==> config.mk <==
export PLATFORM = sky130hd
export DESIGN_NAME = hazard_ctrl
export DESIGN_NICKNAME = d
export VERILOG_FILES = /design/src/rtl/hazard_ctrl.sv
export SDC_FILE = /design/constraint.sdc
export NUM_CORES = 1
export LEC_CHECK = 0
export CAP_MARGIN = 0
export CELL_PAD_IN_SITES_DETAIL_PLACEMENT = 0
export CELL_PAD_IN_SITES_GLOBAL_PLACEMENT = 1
export CORE_UTILIZATION = 26
export DETAILED_ROUTE_END_ITERATION = 7
export GPL_TIMING_DRIVEN = 0
export PLACE_DENSITY = 0.77
export SKIP_CTS_REPAIR_TIMING = 1
export SYNTH_ARGS = -nofsm -noshare
export SYNTH_HDL_FRONTEND = slang
export SYNTH_SLANG_ARGS = --single-unit
export TNS_END_PERCENT = 5
==> constraint.sdc <==
create_clock -name clk -period 2.4 [get_ports clk]
set_clock_uncertainty 0.05 [all_clocks]
set_input_delay 0.36 -clock clk [delete_from_list [all_inputs] [get_ports clk]]
set_output_delay 0.36 -clock clk [all_outputs]
set_load 0.05 [all_outputs]
==> src/rtl/hazard_ctrl.sv <==
// Hazard controller for the 5-stage core: forwarding selects, load-use stall, branch flush
// and a data-miss freeze sequencer. Define HAZARD_STATS_EN to add saturating event counters.
module hazard_ctrl #(
    parameter int MISS_LAT = 4,
    parameter int CNT_W    = 4
) (
    input  logic       clk,
    input  logic       rst,
    input  logic [4:0] rs1D,
    input  logic [4:0] rs2D,
    input  logic [4:0] rs1E,
    input  logic [4:0] rs2E,
    input  logic [4:0] rdE,
    input  logic       loadE,
    input  logic       pcsrcE,
    input  logic       regwriteM,
    input  logic [4:0] rdM,
    input  logic       regwriteW,
    input  logic [4:0] rdW,
    input  logic       dmissM,
    output logic       stallF,
    output logic       stallD,
    output logic       flushD,
    output logic       flushE,
    output logic       freeze,
    output logic [1:0] forwardAE,
    output logic [1:0] forwardBE,
`ifdef HAZARD_STATS_EN
    output logic [31:0] stat_lw,
    output logic [31:0] stat_flush,
    output logic [31:0] stat_miss,
`endif
    output logic       busy
);

    typedef enum logic [1:0] {IDLE = 2'd0, WAIT = 2'd1, RESUME = 2'd2} state_t;

    localparam logic [CNT_W-1:0] CNT_INIT = CNT_W'(MISS_LAT - 1);
    localparam logic [CNT_W-1:0] CNT_ONE  = CNT_W'(1);

    state_t           state, state_nxt;
    logic [CNT_W-1:0] cnt, cnt_nxt;
    logic             pend_flush, pend_nxt;
    logic             lwstall;

    function automatic logic [1:0] fwd_sel(input logic [4:0] rs);
        if (regwriteM && rdM != 5'd0 && rdM == rs)      fwd_sel = 2'b10;
        else if (regwriteW && rdW != 5'd0 && rdW == rs) fwd_sel = 2'b01;
        else                                            fwd_sel = 2'b00;
    endfunction

    assign forwardAE = fwd_sel(rs1E);
    assign forwardBE = fwd_sel(rs2E);
    assign lwstall   = loadE && rdE != 5'd0 && (rdE == rs1D || rdE == rs2D);

    always_comb begin
        state_nxt = state;
        cnt_nxt   = cnt;
        pend_nxt  = pend_flush;
        stallF    = 1'b0;
        stallD    = 1'b0;
        flushD    = 1'b0;
        flushE    = 1'b0;
        freeze    = 1'b0;
        busy      = 1'b0;
        case (state)
            IDLE: begin
                if (dmissM) begin
                    state_nxt = (MISS_LAT == 1) ? RESUME : WAIT;
                    cnt_nxt   = CNT_INIT;
                    pend_nxt  = pcsrcE;
                    freeze    = 1'b1;
                    stallF    = 1'b1;
                    stallD    = 1'b1;
                    busy      = 1'b1;
                end else begin
                    stallF = lwstall;
                    stallD = lwstall;
                    flushD = pcsrcE;
                    flushE = lwstall | pcsrcE;
                end
            end
            WAIT: begin
                freeze  = 1'b1;
                stallF  = 1'b1;
                stallD  = 1'b1;
                busy    = 1'b1;
                cnt_nxt = cnt - CNT_ONE;
                // leave as the countdown reaches zero, so WAIT spans MISS_LAT-1 cycles
                if (cnt <= CNT_ONE) state_nxt = RESUME;
            end
            RESUME: begin
                busy      = 1'b1;
                stallF    = lwstall;
                stallD    = lwstall;
                flushD    = pend_flush | pcsrcE;
                flushE    = pend_flush | pcsrcE | lwstall;
                pend_nxt  = 1'b0;
                state_nxt = IDLE;
            end
            default: state_nxt = IDLE;
        endcase
        if (rst) begin
            stallF = 1'b0;
            stallD = 1'b0;
            flushD = 1'b0;
            flushE = 1'b0;
            freeze = 1'b0;
            busy   = 1'b0;
        end
    end

    always_ff @(posedge clk or posedge rst) begin
        if (rst) begin
            state      <= IDLE;
            cnt        <= '0;
            pend_flush <= 1'b0;
        end else begin
            state      <= state_nxt;
            cnt        <= cnt_nxt;
            pend_flush <= pend_nxt;
        end
    end

`ifdef HAZARD_STATS_EN
    always_ff @(posedge clk or posedge rst) begin
        if (rst) begin
            stat_lw    <= '0;
            stat_flush <= '0;
            stat_miss  <= '0;
        end else begin
            // a load-use stall only counts when it is not hidden under a freeze
            if (lwstall && !freeze && stat_lw != '1) stat_lw <= stat_lw + 32'd1;
            if (flushD && stat_flush != '1)          stat_flush <= stat_flush + 32'd1;
            if (freeze && stat_miss != '1)           stat_miss <= stat_miss + 32'd1;
        end
    end
`endif

endmodule

==> summary.md <==
| Metric | Value |
|---|---|
| Run status | finished, violations left |
| Violated checks | setup timing |
| Kind of end point of the critical path | output pin |
| Via Count | 979 |
| Class of the most critical hold timing path | input port to asynchronous set/reset pin |
| Clock latency on the worst-skew pair | 0.24 ns |
| Sum Neg Setup Slack | -0.259 ns |
| Max Root-Sink Buffers | 2 |
| Required @ worst endpoint | slightly below 2 ns |
| Achievable Freq | approximately 390 MHz |
| Starting density of the core | 0.271 |
| Type of the setup path with the least slack | input port to output pin |
| Hold violation count in the final report | 0 |
| Period utilization | 1.06 |
| Post-synthesis instance area | around 900 sq um |
| Share of the yosys chip area belonging to registers | 0.194 |
| Type of element launching the critical path | input port |
| Final number of max-transition violations | 0 |
| Buffer type at the clock tree root | sky130_fd_sc_hd__clkbuf_4 |
| Remaining global-route overflow | 0 |
| Proportion of power drawn by combinational gates | 0.686 |
| Path depth of the worst reg2reg path | 5 |
| Setup slack of the critical path after layout | -0.133 ns |
| Detailed-route wire length per cell | 12.6 microns |
| Leakage Power | 0.722 nW |
| Relative contribution of sequential cells to total power | 0.210 |
| Distinct cells, synth | 31 |
| Global-route wire length before repair | 4020 microns |
| Pin count of the biggest net entering global routing | 10 |
| Final antenna-violating net count | 0 |
| Post-layout net count | 213 |
| Floorplan die area | 3710 sq um |
| Via density | 4.66 |
| Count of buffers from port buffering | 51 |
| Internal cell power | 0.508 mW |
| Number of standard cells after synthesis | roughly 110 |
| Mean instance size in the synthesized netlist | 8.29 sq um |
| Deepest level of the CTS H-tree | 1 |
| CTS sink cnt | 7 |
| Iteration-0 DRC Markers | 19 |
| Switching power | ~0.47 mW |
| Number of synthesized flops with an enable pin | 0 |
| Period minus WS final | 2.53 ns |
| Power density over the cells | 629 nW/um^2 |
| Post-route DRC violation count | 0 |
| Commonest register cell after synthesis | sky130_fd_sc_hd__dfrtp_1 |
| Clock Power Share | 0.103 |
| Worst R2R Setup Slack | 0.70 ns |
| Yosys warnings | 0 |
| Maxcap violations | 0 |
| Number of CTS-inserted buffers | 3 |
| Via count of the first global-routing pass | around 1,000 |
| Number of antenna violations at the first check in global routing | 0 |
| Gpl congestion | 0.722 |
| Post-route core utilization | 0.464 |
| Worst Max-Slew Pin Slew | 0.509 ns |
| Detailed-router iteration count before antenna repair | 4 |
| Number of antenna diodes | 0 |
| Crit path DAT | 2.12 ns |
| Number of nets in the synthesized netlist | 157 |
| Worst slew margin relative to its limit | 0.657 |
| Aggregate routed wire length | 2640 microns |
| Setup repair after global routing missed its margin | true |
| Core outline area | 3340 sq um |
| Width of the die | just over 60 microns |
| Clock Pin Slew Worst Setup and Hold Paths | around 0.050 ns |
| Max FO, Critical Path | 3 |
| Area Overhead vs Synth | 71.3% |
| Switching share of power | 0.478 |
| Setup violators final | 3 |
| CTS tree | done |
| Ratio of cells with drive above 1 in the final layout | 0.134 |
| GRT Total Usage | 0.141 |
| Chip height | 60.9 microns |
| Proportion of register bits with asynchronous set or reset after synthesis | 1.00 |
| Std-Cell Rows | 21 |
| Maximum VDD drop | 196 uV |
| Total of flip-flops plus latches after synthesis | 7 |
| Hpwl dp | 2190 microns |
| Count of boundary I/O pins | 52 |
| Pre-CTS setup slack | -0.772 ns |
## Yosys cell counts, types with 3 or more instances
cell | n | area, sq um
sky130_fd_sc_hd__nor3_1 | 3 | 15.0
sky130_fd_sc_hd__or4_1 | 5 | 37.5
sky130_fd_sc_hd__xor2_1 | 24 | 210
sky130_fd_sc_hd__nand2_1 | 3 | 11.3
sky130_fd_sc_hd__dfrtp_1 | 7 | 175
sky130_fd_sc_hd__xnor2_1 | 6 | 52.6
sky130_fd_sc_hd__ha_1 | 6 | 75.1
sky130_fd_sc_hd__nor2_1 | 8 | 30.0
sky130_fd_sc_hd__inv_1 | 7 | 26.3
sky130_fd_sc_hd__a21oi_1 | 5 | 25.0
sky130_fd_sc_hd__o21ai_0 | 7 | 35.0
sky130_fd_sc_hd__nand3_1 | 3 | 15.0
## area by class of cell
| cell class | instances | area [sq um] |
|---|---|---|
| sequential | 7 | 175 |
| fill | 336 | 1790 |
| buffer | 2 | 11.3 |
| tap | 46 | 57.6 |
| inverter | 7 | 26.3 |
| timing repair buffer | 51 | 523 |
| multi-input combinational | 93 | 728 |
| clock buffer | 4 | 26.3 |
## final timing paths
| check | from | end |
|---|---|---|
| worst min register to register | pend_flush | pend_flush |
| max in group asynchronous | rst | cnt[0] |
| worst max-delay path | rdM[1] | forwardBE[0] |
| worst max register to register | state[1] | cnt[3] |
| worst min-delay path | rst | state[1] |
| min in group clk | pend_flush | pend_flush |
## metrics by stage
stage	total power [mW]	cell area, sq um	std cells	hold WS [ns]
after CTS	0.967	1520	210	0.441
after global routing	1.06	1550	210	0.505
after global placement	0.844	1490	206	0.437
final	0.974	1550	210	0.450
after floorplan	0.626	923	109	0.122
after detailed placement	0.857	1490	206	0.450
## sequential cells by signal, summed over array words and instances, names as in the netlist
signal and cells:
state 2, pend_flush 1, cnt 4
## metal layers
metal  track usage  share of wire
met1         0.159           0.42
met2         0.276           0.53
met3        0.0213          0.049
met4        0.0325              0
met5             0              0
## critical path, stage by stage
cell and delay, ns:
sky130_fd_sc_hd__clkdlybuf4s50_1 0.47, sky130_fd_sc_hd__or4_4 0.53, sky130_fd_sc_hd__o21ai_2 0.17, sky130_fd_sc_hd__nor4_2 0.09
sky130_fd_sc_hd__nor4_2 0.27, sky130_fd_sc_hd__buf_4 0.24
## placed cells by master, fill, tap and decap left out, types with 2 or more instances in the layout
cell                              Yosys  routed
sky130_fd_sc_hd__o21ai_0              7       5
sky130_fd_sc_hd__or4_1                5       4
sky130_fd_sc_hd__ha_1                 6       5
sky130_fd_sc_hd__inv_1                7       7
sky130_fd_sc_hd__clkbuf_1             1       2
sky130_fd_sc_hd__buf_4                1       4
sky130_fd_sc_hd__nand2_1              3       3
sky130_fd_sc_hd__clkdlybuf4s50_1      0      36
sky130_fd_sc_hd__clkbuf_4             0       3
sky130_fd_sc_hd__nor3_1               3       3
sky130_fd_sc_hd__or4_4                1       2
sky130_fd_sc_hd__a22o_1               2       2
sky130_fd_sc_hd__dfrtp_1              7       7
sky130_fd_sc_hd__buf_6                0       2
sky130_fd_sc_hd__a21oi_1              5       4
sky130_fd_sc_hd__mux2i_1              2       2
sky130_fd_sc_hd__xnor2_1              6       6
sky130_fd_sc_hd__nand3_1              3       3
sky130_fd_sc_hd__o21a_1               2       2
sky130_fd_sc_hd__xor2_1              24      24
sky130_fd_sc_hd__nor2_1               8       8
sky130_fd_sc_hd__nor4_2               2       4
sky130_fd_sc_hd__dlymetal6s2s_1       0       9
sky130_fd_sc_hd__o21ai_2              1       3
## cells by family (layout without fill, tap and decap cells)
| logic type | after synthesis | count (layout) | share of synthesized area |
|---|---|---|---|
| adders and majority gates | 6 | 6 | 0.0831 |
| xor gates and xnor gates | 30 | 30 | 0.291 |
| AOI/OAI and AO/OA | 22 | 22 | 0.152 |
| DFF | 7 | 7 | 0.194 |
| muxes | 2 | 2 | 0.0222 |
| and+or+nand+nor | 33 | 33 | 0.216 |
| buffers and inverters | 9 | 64 | 0.0416 |
## power by group through the flow
stage                     sequential (mW)  combinational (mW)  clock [mW]
after floorplan                     0.195               0.431           0
after global placement              0.204               0.640           0
after detailed placement            0.207               0.650           0
after CTS                           0.206               0.657       0.104
after global routing                0.213               0.733       0.112
final                               0.205               0.669       0.101
(Power assumes the default switching activity.)
